File: src/rtl/rew_pkg.sv
// rtl/rew_pkg.sv - shared phase codes, issuer state encoding and helpers for the REW chunk issuer
// Purpose: phase-code constants {RO, Writeback}, the invalid-code flag bit,
//          the issuer FSM state type and a small max helper for sizing counters.
package rew_pkg;

    localparam logic [1:0] RW_R = 2'b00;
    localparam logic [1:0] RW_W = 2'b01;
    localparam logic [1:0] RO_R = 2'b10;
    localparam logic [1:0] RO_W = 2'b11;

    // Bit 2 of a 3-bit phase register marks "no valid phase".
    localparam int         PHASE_INVALID_BIT = 2;
    localparam logic [2:0] PHASE_NONE        = 3'b100;

    typedef enum logic [1:0] {
        IDLE  = 2'd0,
        ISSUE = 2'd1,
        DRAIN = 2'd2,
        DONE  = 2'd3
    } state_t;

    function automatic int max_of4(input int a, input int b, input int c, input int d);
        int m;
        m = a;
        if (b > m) m = b;
        if (c > m) m = c;
        if (d > m) m = d;
        return m;
    endfunction

endpackage

File: src/rtl/rew_chunk_issuer_updown_ctr.sv
// rtl/rew_chunk_issuer_updown_ctr.sv - saturating up/down counter for outstanding reads
// Ports: Clock, Reset (sync, active-low), Clear (sync clear), Inc, Dec,
//        Count, Full (Count == Max), Empty (Count == 0).
module updown_ctr #(
    parameter int Width = 3,
    parameter int Max   = 4
) (
    input  logic             Clock,
    input  logic             Reset,
    input  logic             Clear,
    input  logic             Inc,
    input  logic             Dec,
    output logic [Width-1:0] Count,
    output logic             Full,
    output logic             Empty
);

    assign Full  = (Count == Width'(Max));
    assign Empty = (Count == '0);

    // Simultaneous Inc and Dec cancel out.
    always_ff @(posedge Clock) begin
        if (!Reset || Clear) begin
            Count <= '0;
        end else if (Inc && !Dec && !Full) begin
            Count <= Count + 1'b1;
        end else if (Dec && !Inc && !Empty) begin
            Count <= Count - 1'b1;
        end
    end

endmodule

File: src/rtl/rew_chunk_issuer.sv
// rtl/rew_chunk_issuer.sv - issues DRAM chunk commands per REW phase and pulses chunk transfers
// Ports: Clock, Reset (sync, active-low); phase flags RWAccess/ROAccess/Read/Writeback;
//        PathAddress (base, sampled on phase entry); DRAM command channel
//        (DRAMCommandValid/Ready/Command/Address); DRAMReadDataValid (read return);
//        per-phase Transfer pulses, PhaseDone pulse, sticky Error.
module rew_chunk_issuer
    import rew_pkg::*;
#(
    parameter int RW_R_Chunk     = 4,
    parameter int RW_W_Chunk     = 4,
    parameter int RO_R_Chunk     = 2,
    parameter int RO_W_Chunk     = 0,
    parameter int AddrWidth      = 32,
    parameter int ChunkShift     = 6,
    parameter int MaxOutstanding = 4
) (
    input  logic                 Clock,
    input  logic                 Reset,
    input  logic                 RWAccess,
    input  logic                 ROAccess,
    input  logic                 Read,
    input  logic                 Writeback,
    input  logic [AddrWidth-1:0] PathAddress,
    output logic                 DRAMCommandValid,
    input  logic                 DRAMCommandReady,
    output logic                 DRAMCommand,
    output logic [AddrWidth-1:0] DRAMCommandAddress,
    input  logic                 DRAMReadDataValid,
    output logic                 RW_R_Transfer,
    output logic                 RW_W_Transfer,
    output logic                 RO_R_Transfer,
    output logic                 RO_W_Transfer,
    output logic                 PhaseDone,
    output logic                 Error
);

    localparam int MaxChunk = max_of4(RW_R_Chunk, RW_W_Chunk, RO_R_Chunk, RO_W_Chunk);
    localparam int IdxW     = $clog2(MaxChunk) + 1;
    localparam int OutW     = $clog2(MaxOutstanding) + 1;
    localparam logic [AddrWidth-1:0] Stride = AddrWidth'(1) << ChunkShift;

    state_t          state;
    logic [2:0]      phase_q;   // {invalid, RO, Writeback}, registered every cycle
    logic [2:0]      lat_q;     // code of the phase being worked on
    logic [IdxW-1:0] idx_q;
    logic [IdxW-1:0] n_q;
    logic [IdxW-1:0] n_sel;
    logic [OutW-1:0] out_cnt;
    logic [OutW-1:0] out_next;
    logic            out_full;
    logic            out_empty;

    logic flags_ok, entry, abort, is_read, accept, rd_acc, wr_acc;
    logic ret_ok, ret_bad, can_issue, idx_last;

    assign flags_ok  = (RWAccess ^ ROAccess) & (Read ^ Writeback);
    assign entry     = !phase_q[PHASE_INVALID_BIT] && (phase_q != lat_q);
    assign abort     = entry && (state == ISSUE || state == DRAIN);
    assign is_read   = !lat_q[0];
    assign accept    = DRAMCommandValid && DRAMCommandReady;
    assign rd_acc    = accept && !DRAMCommand;
    assign wr_acc    = accept && DRAMCommand;
    assign ret_ok    = DRAMReadDataValid && !out_empty;
    assign ret_bad   = DRAMReadDataValid && out_empty;
    assign out_next  = out_cnt + OutW'(rd_acc) - OutW'(ret_ok);
    assign can_issue = !is_read || (out_next < OutW'(MaxOutstanding));
    assign idx_last  = ((idx_q + 1'b1) == n_q);

    always_comb begin
        n_sel = '0;
        case (phase_q[1:0])
            RW_R:    n_sel = IdxW'(RW_R_Chunk);
            RW_W:    n_sel = IdxW'(RW_W_Chunk);
            RO_R:    n_sel = IdxW'(RO_R_Chunk);
            default: n_sel = IdxW'(RO_W_Chunk);
        endcase
    end

    updown_ctr #(.Width(OutW), .Max(MaxOutstanding)) u_outstanding (
        .Clock (Clock),
        .Reset (Reset),
        .Clear (abort),
        .Inc   (rd_acc),
        .Dec   (ret_ok),
        .Count (out_cnt),
        .Full  (out_full),
        .Empty (out_empty)
    );

    always_ff @(posedge Clock) begin
        if (!Reset) begin
            state              <= IDLE;
            phase_q            <= PHASE_NONE;
            lat_q              <= PHASE_NONE;
            idx_q              <= '0;
            n_q                <= '0;
            DRAMCommandValid   <= 1'b0;
            DRAMCommand        <= 1'b0;
            DRAMCommandAddress <= '0;
            RW_R_Transfer      <= 1'b0;
            RW_W_Transfer      <= 1'b0;
            RO_R_Transfer      <= 1'b0;
            RO_W_Transfer      <= 1'b0;
            PhaseDone          <= 1'b0;
            Error              <= 1'b0;
        end else begin
            phase_q   <= {!flags_ok, ROAccess, Writeback};
            PhaseDone <= 1'b0;

            // Transfers belong to the phase that issued the chunk, so use the code before any relatch.
            RW_R_Transfer <= ret_ok && !lat_q[1];
            RO_R_Transfer <= ret_ok &&  lat_q[1];
            RW_W_Transfer <= wr_acc && !lat_q[1];
            RO_W_Transfer <= wr_acc &&  lat_q[1];

            if (ret_bad || abort) begin
                Error <= 1'b1;
            end

            if (entry) begin
                // A new phase always restarts from chunk 0; from ISSUE/DRAIN this is an abort.
                lat_q              <= phase_q;
                n_q                <= n_sel;
                idx_q              <= '0;
                DRAMCommandAddress <= PathAddress;
                DRAMCommand        <= phase_q[0];
                if (n_sel == '0) begin
                    state            <= DONE;
                    DRAMCommandValid <= 1'b0;
                    PhaseDone        <= 1'b1;
                end else begin
                    state            <= ISSUE;
                    DRAMCommandValid <= 1'b1;
                end
            end else begin
                case (state)
                    ISSUE: begin
                        if (accept) begin
                            idx_q              <= idx_q + 1'b1;
                            DRAMCommandAddress <= DRAMCommandAddress + Stride;
                            if (idx_last) begin
                                // Writes also pass through DRAIN (empty) so PhaseDone trails the last Transfer.
                                DRAMCommandValid <= 1'b0;
                                state            <= DRAIN;
                            end else begin
                                DRAMCommandValid <= can_issue;
                            end
                        end else if (!DRAMCommandValid) begin
                            // Stalled on outstanding limit; a return frees a slot for the next cycle.
                            DRAMCommandValid <= !is_read || !out_full || ret_ok;
                        end
                    end
                    DRAIN: begin
                        if (out_empty) begin
                            state     <= DONE;
                            PhaseDone <= 1'b1;
                        end
                    end
                    DONE:    state <= IDLE;
                    default: state <= IDLE;
                endcase
            end
        end
    end

endmodule

File: config.mk
export PLATFORM = sky130hd
export DESIGN_NAME = rew_chunk_issuer
export DESIGN_NICKNAME = d
export VERILOG_FILES = /design/src/rtl/rew_pkg.sv /design/src/rtl/rew_chunk_issuer_updown_ctr.sv /design/src/rtl/rew_chunk_issuer.sv
export SDC_FILE = /design/constraint.sdc
export NUM_CORES = 1
export LEC_CHECK = 0
export BUFFER_PORTS_ARGS = -buffer_cell sky130_fd_sc_hd__buf_4
export CAP_MARGIN = 25
export CORE_MARGIN = 8
export CORE_UTILIZATION = 40
export CTS_CLUSTER_SIZE = 30
export DETAILED_ROUTE_END_ITERATION = 6
export PLACE_DENSITY_LB_ADDON = 0.25
export SLEW_MARGIN = 5
export SYNTH_ARGS = -nofsm -noshare
export SYNTH_HDL_FRONTEND = slang
export SYNTH_SLANG_ARGS = --single-unit
File: constraint.sdc
create_clock -name Clock -period 2.8 [get_ports Clock]
set_clock_uncertainty 0.1 [all_clocks]
set_input_delay 0.28 -clock Clock [delete_from_list [all_inputs] [get_ports Clock]]
set_output_delay 0.28 -clock Clock [all_outputs]
set_load 0.05 [all_outputs]
==> results of run 1 <==
[per-stage QoR]
step	area (um^2)	power (uW)	hold slack [ns]	utilization, %	std cells
global route	3560	2382	0.07902	52.39	499
CTS	3560	2259	0.07332	52.39	499
finish	3560	2243	0.08129	52.39	499
detailed placement	3475	1821	0.3484	51.14	491
floorplan	2806	1593	0.3017	-	333
global placement	3475	1795	0.3424	51.14	491
[power breakdown]
part | internal [uW] | switching (uW) | total [uW]
Combinational | 333 | 490 | 823
Sequential | 866 | 115 | 981
Clock | 176 | 263 | 439
[critical path: cells and delay by family, from the launching register on]
kind,cells,cell delay (ns)
simple gates,4,0.64
fa+ha+maj,1,0.28
flops,1,0.58
compound gates,3,0.82
[synth_stat cells, drive strengths merged, types with 2 or more instances]
cell type,n
xnor2,13
nand4,9
buf,6
o21ai,20
clkbuf,14
dfxtp,55
and2,6
xor2,23
nor4,3
mux2i,2
a21oi,30
nand2,36
ha,5
a31oi,6
nand2b,2
and4,4
and3,5
nand3,14
a211oi,9
inv,10
o31ai,2
o211ai,2
nor2,30
a311oi,2
nor3,9
[cells in the final DEF, fill, tap and decap left out, drive strengths merged, types with 2 or more instances in the layout]
master / Yosys / final
a311oi: 2 / 2
nand3: 14 / 14
o21ai: 20 / 20
nand2: 36 / 36
a21oi: 30 / 30
mux2i: 2 / 2
o211ai: 2 / 2
and3: 5 / 5
nor4: 3 / 3
nand2b: 2 / 2
a31oi: 6 / 6
inv: 10 / 10
xor2: 23 / 23
clkbuf: 14 / 6
a211oi: 9 / 9
and4: 4 / 4
o31ai: 2 / 2
and2: 6 / 6
nor3: 9 / 9
dfxtp: 55 / 55
nand4: 9 / 9
ha: 5 / 5
xnor2: 13 / 13
nor2: 30 / 30
buf: 6 / 82
[worst max path at each step]
stage,slack [ns],endpoint,depth (start not counted)
5_1_grt,0.06,DRAMCommandValid$_SDFFE_PN0P_,8
3_5_place_dp,0.26,DRAMCommandValid$_SDFFE_PN0P_,8
6_report,0.24,DRAMCommandValid$_SDFFE_PN0P_,8
4_1_cts,0.25,DRAMCommandValid$_SDFFE_PN0P_,8
3_3_place_gp,0.36,DRAMCommandValid$_SDFFE_PN0P_,8
2_1_floorplan,0.17,u_outstanding.Count[1]$_SDFFE_PP0P_,9
[flip-flops by register name, indices dropped and copies added, names as in the netlist, 2 cells and up]
| signal | count |
|---|---|
| DRAMCommandAddress | 32 |
| idx_q | 3 |
| lat_q | 3 |
| n_q | 2 |
| phase_q | 3 |
| state | 2 |
| u_outstanding.Count | 3 |
[metal layers]
metal | GRT usage [%] | part of all wire (%) | wire, um
met5 | 0 | 0 | 0
met4 | 3.609 | 0.80 | 58
met3 | 5.377 | 7.7 | 556
met2 | 23.04 | 44 | 3202
met1 | 17.71 | 47 | 3393
[logic make-up (layout without fill, tap and decap cells)]
group                      Yosys count  in the layout  synth area share, %
adders and majority gates            6              6                2.943
buffers and inverters               30            100                4.503
and+or+nand+nor                    125            125                23.45
AOI/OAI and AO/OA                   78             78                17.12
DFF                                 55             55                39.23
xor gates and xnor gates            37             37                12.04
muxes                                2              2               0.7134
[cell type report]
class | count | area, um^2 | area share [%]
Clock buffer | 6 | 72.57 | 2.039
Clock inverter | 2 | 12.51 | 0.3515
Inverter | 10 | 37.54 | 1.054
Multi-Input combinational cell | 248 | 1588 | 44.60
Sequential cell | 55 | 1101 | 30.93
Tap cell | 96 | 120.1 | 3.374
Timing Repair Buffer | 82 | 628.1 | 17.64
==> results by group, run 1 <==
Clocking
  • Reg clk slew, reported paths: 0.10 ns
  • Clk sink count: 55
  • Hold Buf Count CTS: 0
  • Post-CTS Setup Repair Bufs: 0
  • PostCTS Resize Cnt: 0
  • CTS root buffer: clkbuf_8
  • CTS tree: done
  • Max Root-Sink Buffers: 2
  • Total CTS buffers: 5
  • # H-tree levels: 2
  • Worst-Skew Late Latency: 0.31 ns

Timing
  • Pins over their slew limit: 0
  • Worst-margin pin slew: 0.7191 ns
  • Fmax: 390.5 MHz
  • Min Tclk post-route: 2.561 ns
  • Slew HR: 52.01%
  • Final period util: 91.45%
  • Unrepaired setup endpoints after global routing: no
  • Sum Neg Setup Slack: 0 ns
  • Hold Vio Cnt, Final: 0
  • Final Setup Violations: 0
  • Final worst setup slack: 0.2393 ns

Critical path
  • Reg-to-reg startpoint: u_outstanding.Count[0]$_SDFFE_PP0P_
  • Reg2reg end: DRAMCommandValid$_SDFFE_PN0P_
  • CP required: 2.86 ns
  • Worst setup startpoint: u_outstanding.Count[0]$_SDFFE_PP0P_
  • Critical path class: flip-flop to flip-flop
  • Worst-path cell chain: o31ai_1 > or2_2 > ha_1 > and3_2 > nor2_1 > a2111o_1 > a311oi_1 > nor4_1
  • Worst Setup Start Kind: flip-flop
  • Slowest CP cell: dfxtp_1
  • Worst R2R Setup Slack: 0.24 ns
  • Critical Path AT: 2.62 ns
  • Crit-path max cell delay: 0.58 ns
  • CP max FO: 11
  • Critical Path End Type: flip-flop
  • R2R cell count: 8

Yosys
  • Main synth FF type: dfxtp_1
  • Synthesized area: 2806 um^2
  • Yosys warns: 0
  • Largest area contributor in the netlist: dfxtp_1
  • Synthesis-stage register bit count: 55
  • EDFF count, synth: 0
  • Avg Inst Size Synth: 8.428 um^2
  • Post-synthesis net count: 379
  • Mapped Cells: 333
  • Synth async-reset ratio: 0%
  • Synth area leaders: dfxtp_1 39%, xor2_1 7.2%, a21oi_1 5.2%
  • Post-synth top area share: 39.23%
  • Post-synthesis sequential area ratio: 39.23%
  • Yosys cell types: 48

Global route
  • Total GRT Usage: 14.40%
  • Vias in the first global route: 2576
  • Global-route wire length before repair: 12.04 mm
  • Grt ovf: 0
  • Largest net degree at the start of global routing: 47
  • Initial antenna violation count: 0

Route
  • DRT antenna net count: 0
  • Vias/cell: 5.106
  • Iter 0 DRT Violations: 72
  • Wire length per cell after detailed routing: 14.45 um
  • Drt first pass iters: 5
  • Drt drc: 0
  • Vias: 2548
  • DRT Wirelength: 7.210 mm

Placed design
  • DPL Wire Length: 5.319 mm
  • Setup WS pre-CTS: 0.2623 ns
  • GPL Wtd Cong: 0.7555
  • Port Buf Inserts: 79

Die
  • FP Rows: 30
  • Die area: 9952 um^2
  • I/O Pins: 80
  • Die span in x: 99.76 um
  • Core area: 6794 um^2
  • Die height: 99.76 um
  • Initial Utilization: 41.31%

Layout
  • Area grow syn2layout: 26.84%
  • Ant. Diodes: 0
  • Layout cells sized above 1: 25.31%
  • Final Net Count: 448
  • Fill count: 659

Power
  • Leak pwr: 0.001464 uW
  • Worst-case vdd ir drop: 311.7 uV
  • Pwr/cell area: 630.2 nW/um^2

Hold path
  • Hold path start: Writeback
  • Hold Crit Depth: 2
  • Hold Path Sink: phase_q[0]$_SDFF_PN0_
  • Hold Crit Class: primary input to flip-flop

Status
  • Status: finished, final reports clean

Flow run
  • Maxcap violations: 0
(Power assumes the default switching activity.)
==> run 2, diff against run 1 <==
Settings changed: MAX_ROUTING_LAYER set to met4, SYNTH_HIERARCHICAL set to 1.
==> run 2 against run 1 <==
Clock power is 3% lower. Sequential power down 8.5%. Synthesized area grew 1.6%. Via count is 8.9% higher. Synthesized cell count is 3.3% higher. Critical path depth rose by 2. Critical path type unchanged. Highest routed layer unchanged.
==> results by group, run 2 <==
Critical path
  • Worst Setup Start Kind: flip-flop (unchanged)
  • R2R cell count: 10 (was 8)
  • Worst R2R Setup Slack: 0.20 ns (was 0.24 ns)
  • Critical Path AT: 2.71 ns (was 2.62 ns)
  • CP max FO: 6 (was 11)
  • Reg-to-reg startpoint: u_outstanding/Count[1]$_SDFFE_PP0P_ (was u_outstanding.Count[0]$_SDFFE_PP0P_)
  • Critical Path End Type: flip-flop (unchanged)
  • Reg2reg end: u_outstanding/Count[2]$_SDFFE_PP0P_ (was DRAMCommandValid$_SDFFE_PN0P_)
  • Critical path class: flip-flop to flip-flop (unchanged)
  • CP required: 2.90 ns (was 2.86 ns)

Yosys
  • Largest family of logic cells by synthesized area: simple AND/OR/NAND/NOR gates (unchanged)
  • Top post-synthesis cells by count: 55 x dfxtp_1, 35 x nand2_1, 22 x o21ai_0 (was 55 x dfxtp_1, 36 x nand2_1, 30 x nor2_1)
  • Top-count cell post-synth: dfxtp_1 (unchanged)
  • Synth area leaders: dfxtp_1 39%, nand2_1 4.6%, o21ai_0 3.9% (was dfxtp_1 39%, xor2_1 7.2%, a21oi_1 5.2%)
  • Synth Area in Adders: 3.336% (was 2.942%)
  • Post-synth top area share: 38.63% (was 39.23%)
  • Mapped Cells: 344 (was 333)
  • Synthesis-stage register bit count: 55 (unchanged)
  • Synth Area in Compound Gates: 18.61% (was 17.12%)
  • Synth Area in XOR/XNOR: 7.243% (was 12.04%)
  • Post-synthesis sequential area ratio: 38.63% (was 39.23%)
  • Main synth FF type: dfxtp_1 (unchanged)
  • Yosys cell types: 53 (was 48)
  • Synthesized area: 2850 um^2 (was 2806 um^2)
  • Synth async-reset ratio: 0% (unchanged)
  • Largest area contributor in the netlist: dfxtp_1 (unchanged)
  • Post-synthesis net count: 391 (was 379)
  • Simple-Gate Fraction of Synth Area: 26.03% (was 23.45%)
  • Yosys warns: 6 (was 0)
  • Mux contribution to synthesized area: 1.054% (was 0.7133%)
  • Avg Inst Size Synth: 8.286 um^2 (was 8.428 um^2)
  • EDFF count, synth: 0 (unchanged)

Route
  • Vias/cell: 5.390 (was 5.106)
  • Drt first pass iters: 4 (was 5)
  • Wire length per cell after detailed routing: 14.56 um (was 14.45 um)
  • Iter 0 DRT Violations: 105 (was 72)
  • DRT antenna net count: 0 (unchanged)
  • Vias: 2776 (was 2548)
  • DRT Wirelength: 7.496 mm (was 7.210 mm)
  • Drt drc: 0 (unchanged)

Timing
  • Worst-margin pin slew: 0.8091 ns (was 0.7191 ns)
  • Final period util: 92.97% (was 91.45%)
  • Hold WS: 0.09011 ns (was 0.08129 ns)
  • Sum Neg Setup Slack: 0 ns (unchanged)
  • Hold Vio Cnt, Final: 0 (unchanged)
  • Fmax: 384.2 MHz (was 390.5 MHz)
  • Min Tclk post-route: 2.603 ns (was 2.561 ns)
  • Slew HR: 46.00% (was 52.01%)
  • Pins over their slew limit: 0 (unchanged)
  • Final Setup Violations: 0 (unchanged)
  • Unrepaired setup endpoints after global routing: no (unchanged)
  • Final worst setup slack: 0.1969 ns (was 0.2393 ns)

Die
  • FP Rows: 30 (unchanged)
  • Die area: 10080 um^2 (was 9952 um^2)
  • Core area: 6832 um^2 (was 6794 um^2)
  • Die height: 100.4 um (was 99.76 um)
  • Initial Utilization: 41.72% (was 41.31%)
  • I/O Pins: 80 (unchanged)
  • Die span in x: 100.4 um (was 99.76 um)

Clocking
  • Worst-Skew Late Latency: 0.31 ns (about the same)
  • Post-CTS Setup Repair Bufs: 0 (unchanged)
  • Max Root-Sink Buffers: 2 (unchanged)
  • # H-tree levels: 2 (unchanged)
  • Clk sink count: 55 (unchanged)
  • Hold Buf Count CTS: 0 (unchanged)
  • CTS tree: done (unchanged)
  • CTS root buffer: clkbuf_8 (unchanged)
  • Total CTS buffers: 5 (unchanged)
  • Reg clk slew, reported paths: 0.09 ns (was 0.10 ns)

Layout
  • Biggest register: DRAMCommandAddress (unchanged)
  • Commonest cells after routing, fill and taps aside: 86 x buf_4, 55 x dfxtp_1, 35 x nand2_1, 22 x o21ai_0 (was 81 x buf_4, 55 x dfxtp_1, 36 x nand2_1, 30 x nor2_1, 29 x a21oi_1)
  • Max reg flops: 32 (unchanged)
  • Ant. Diodes: 0 (unchanged)
  • Finished Layout Cells: 515 (was 499)
  • Most common cell after layout, fill and taps aside: buf_4 (unchanged)
  • Area grow syn2layout: 27.13% (was 26.84%)
  • Layout cells sized above 1: 24.11% (was 25.31%)
  • Final Net Count: 465 (was 448)

Hold path
  • Hold Crit Class: primary input to flip-flop (unchanged)
  • Hold Crit Depth: 2 (unchanged)
  • Hold path start: ROAccess (was Writeback)
  • Hold Path Sink: phase_q[1]$_SDFF_PN0_ (was phase_q[0]$_SDFF_PN0_)

Global route
  • Total GRT Usage: 15.39% (was 14.40%)
  • Largest net degree at the start of global routing: 56 (was 47)
  • Vias in the first global route: 2669 (was 2576)
  • Grt ovf: 0 (unchanged)
  • Global-route wire length before repair: 12.60 mm (was 12.04 mm)
  • Initial antenna violation count: 0 (unchanged)

Placed design
  • GPL Wtd Cong: 0.7798 (was 0.7555)
  • Setup WS pre-CTS: 0.1022 ns (was 0.2623 ns)
  • DP Cell Count: 507 (was 491)
  • DPL Wire Length: 5.625 mm (was 5.319 mm)
  • Port Buf Inserts: 79 (unchanged)

Power
  • Worst-case vdd ir drop: 263.1 uV (was 311.7 uV)
  • Pwr/cell area: 492.9 nW/um^2 (was 630.2 nW/um^2)
  • Total power: 1786 uW (was 2243 uW)
  • Leak pwr: 0.001458 uW (was 0.001464 uW)

Flow run
  • Maxcap violations: 0 (unchanged)

Status
  • Status: finished, final reports clean (unchanged)
==> run 2: cell types whose count changed after synthesis, moves of 7 or more <==
cell	before	now
a21oi_1	29	15
xor2_1	23	12
a31oi_1	6	15
nor2_1	30	21
inv_1	10	17
nand3_1	13	20
==> run 2: logic make-up after synthesis <==
kind of cell	Yosys count
AO/OA/AOI/OAI	83
XOR/XNOR	22
adder cells (fa/ha/maj)	7
buffers and inverters	36
flip-flops	55
multiplexers	3
AND/OR/NAND/NOR	138
==> run 2: layout make-up <==
cell class              count  area, um^2
fillers                   686        3208
multi-input cells         253        1612
flip-flops and latches     55        1101
repair buffers             86       645.6
well taps                  96       120.1
clock buffers               7       76.32
inverters                  17       63.81
clock inverters             1       5.005
==> run 2: critical path, stage by stage (launching register included) <==
cell,delay [ns]
dfxtp_1,0.38
or2_0,0.25
nor2_2,0.17
nand2b_1,0.20
inv_1,0.14
nor2b_1,0.21
o21ai_1,0.12
fa_1,0.43
nor3b_2,0.23
a31oi_1,0.06
o211a_1,0.20
==> run 2: power breakdown <==
part           switching (uW)  internal, uW  total [uW]  leakage [uW]
Combinational             287           174         461      0.000967
Clock                     251           177         427     0.0000422
Sequential               62.3           836         898      0.000449
==> run 2: worst max path at each step <==
| stage | startpoint | depth (start not counted) | slack [ns] | to |
|---|---|---|---|---|
| floorplan | DRAMCommandValid$_SDFFE_PN0P_ | 10 | 0.05 | u_outstanding/Count[2]$_SDFFE_PP0P_ |
| global placement | u_outstanding/Count[0]$_SDFFE_PP0P_ | 10 | 0.24 | u_outstanding/Count[2]$_SDFFE_PP0P_ |
| detailed placement | u_outstanding/Count[1]$_SDFFE_PP0P_ | 10 | 0.10 | u_outstanding/Count[2]$_SDFFE_PP0P_ |
| CTS | u_outstanding/Count[1]$_SDFFE_PP0P_ | 10 | 0.08 | u_outstanding/Count[2]$_SDFFE_PP0P_ |
| global route | u_outstanding/Count[1]$_SDFFE_PP0P_ | 10 | 0.003 | u_outstanding/Count[2]$_SDFFE_PP0P_ |
| finish | u_outstanding/Count[1]$_SDFFE_PP0P_ | 10 | 0.20 | u_outstanding/Count[2]$_SDFFE_PP0P_ |
==> run 2: routing by layer <==
metal	share of wire [%]	global-route usage [%]
met4	0.76	3.488
met5	0	-
met2	45	24.10
met1	46	18.91
met3	7.7	4.775
==> run 2: what timing repair did <==
item                                   CTS  global route
setup endpoints to repair                0             1
resized for setup                        0             2
endpoints found under the hold margin    0             0
==> run 2: through the flow <==
stage	area, um^2	util (%)
3_3_place_gp	3535	51.74
2_1_floorplan	2850	-
4_1_cts	3616	52.93
3_5_place_dp	3535	51.74
6_report	3623	53.04
5_1_grt	3623	53.04
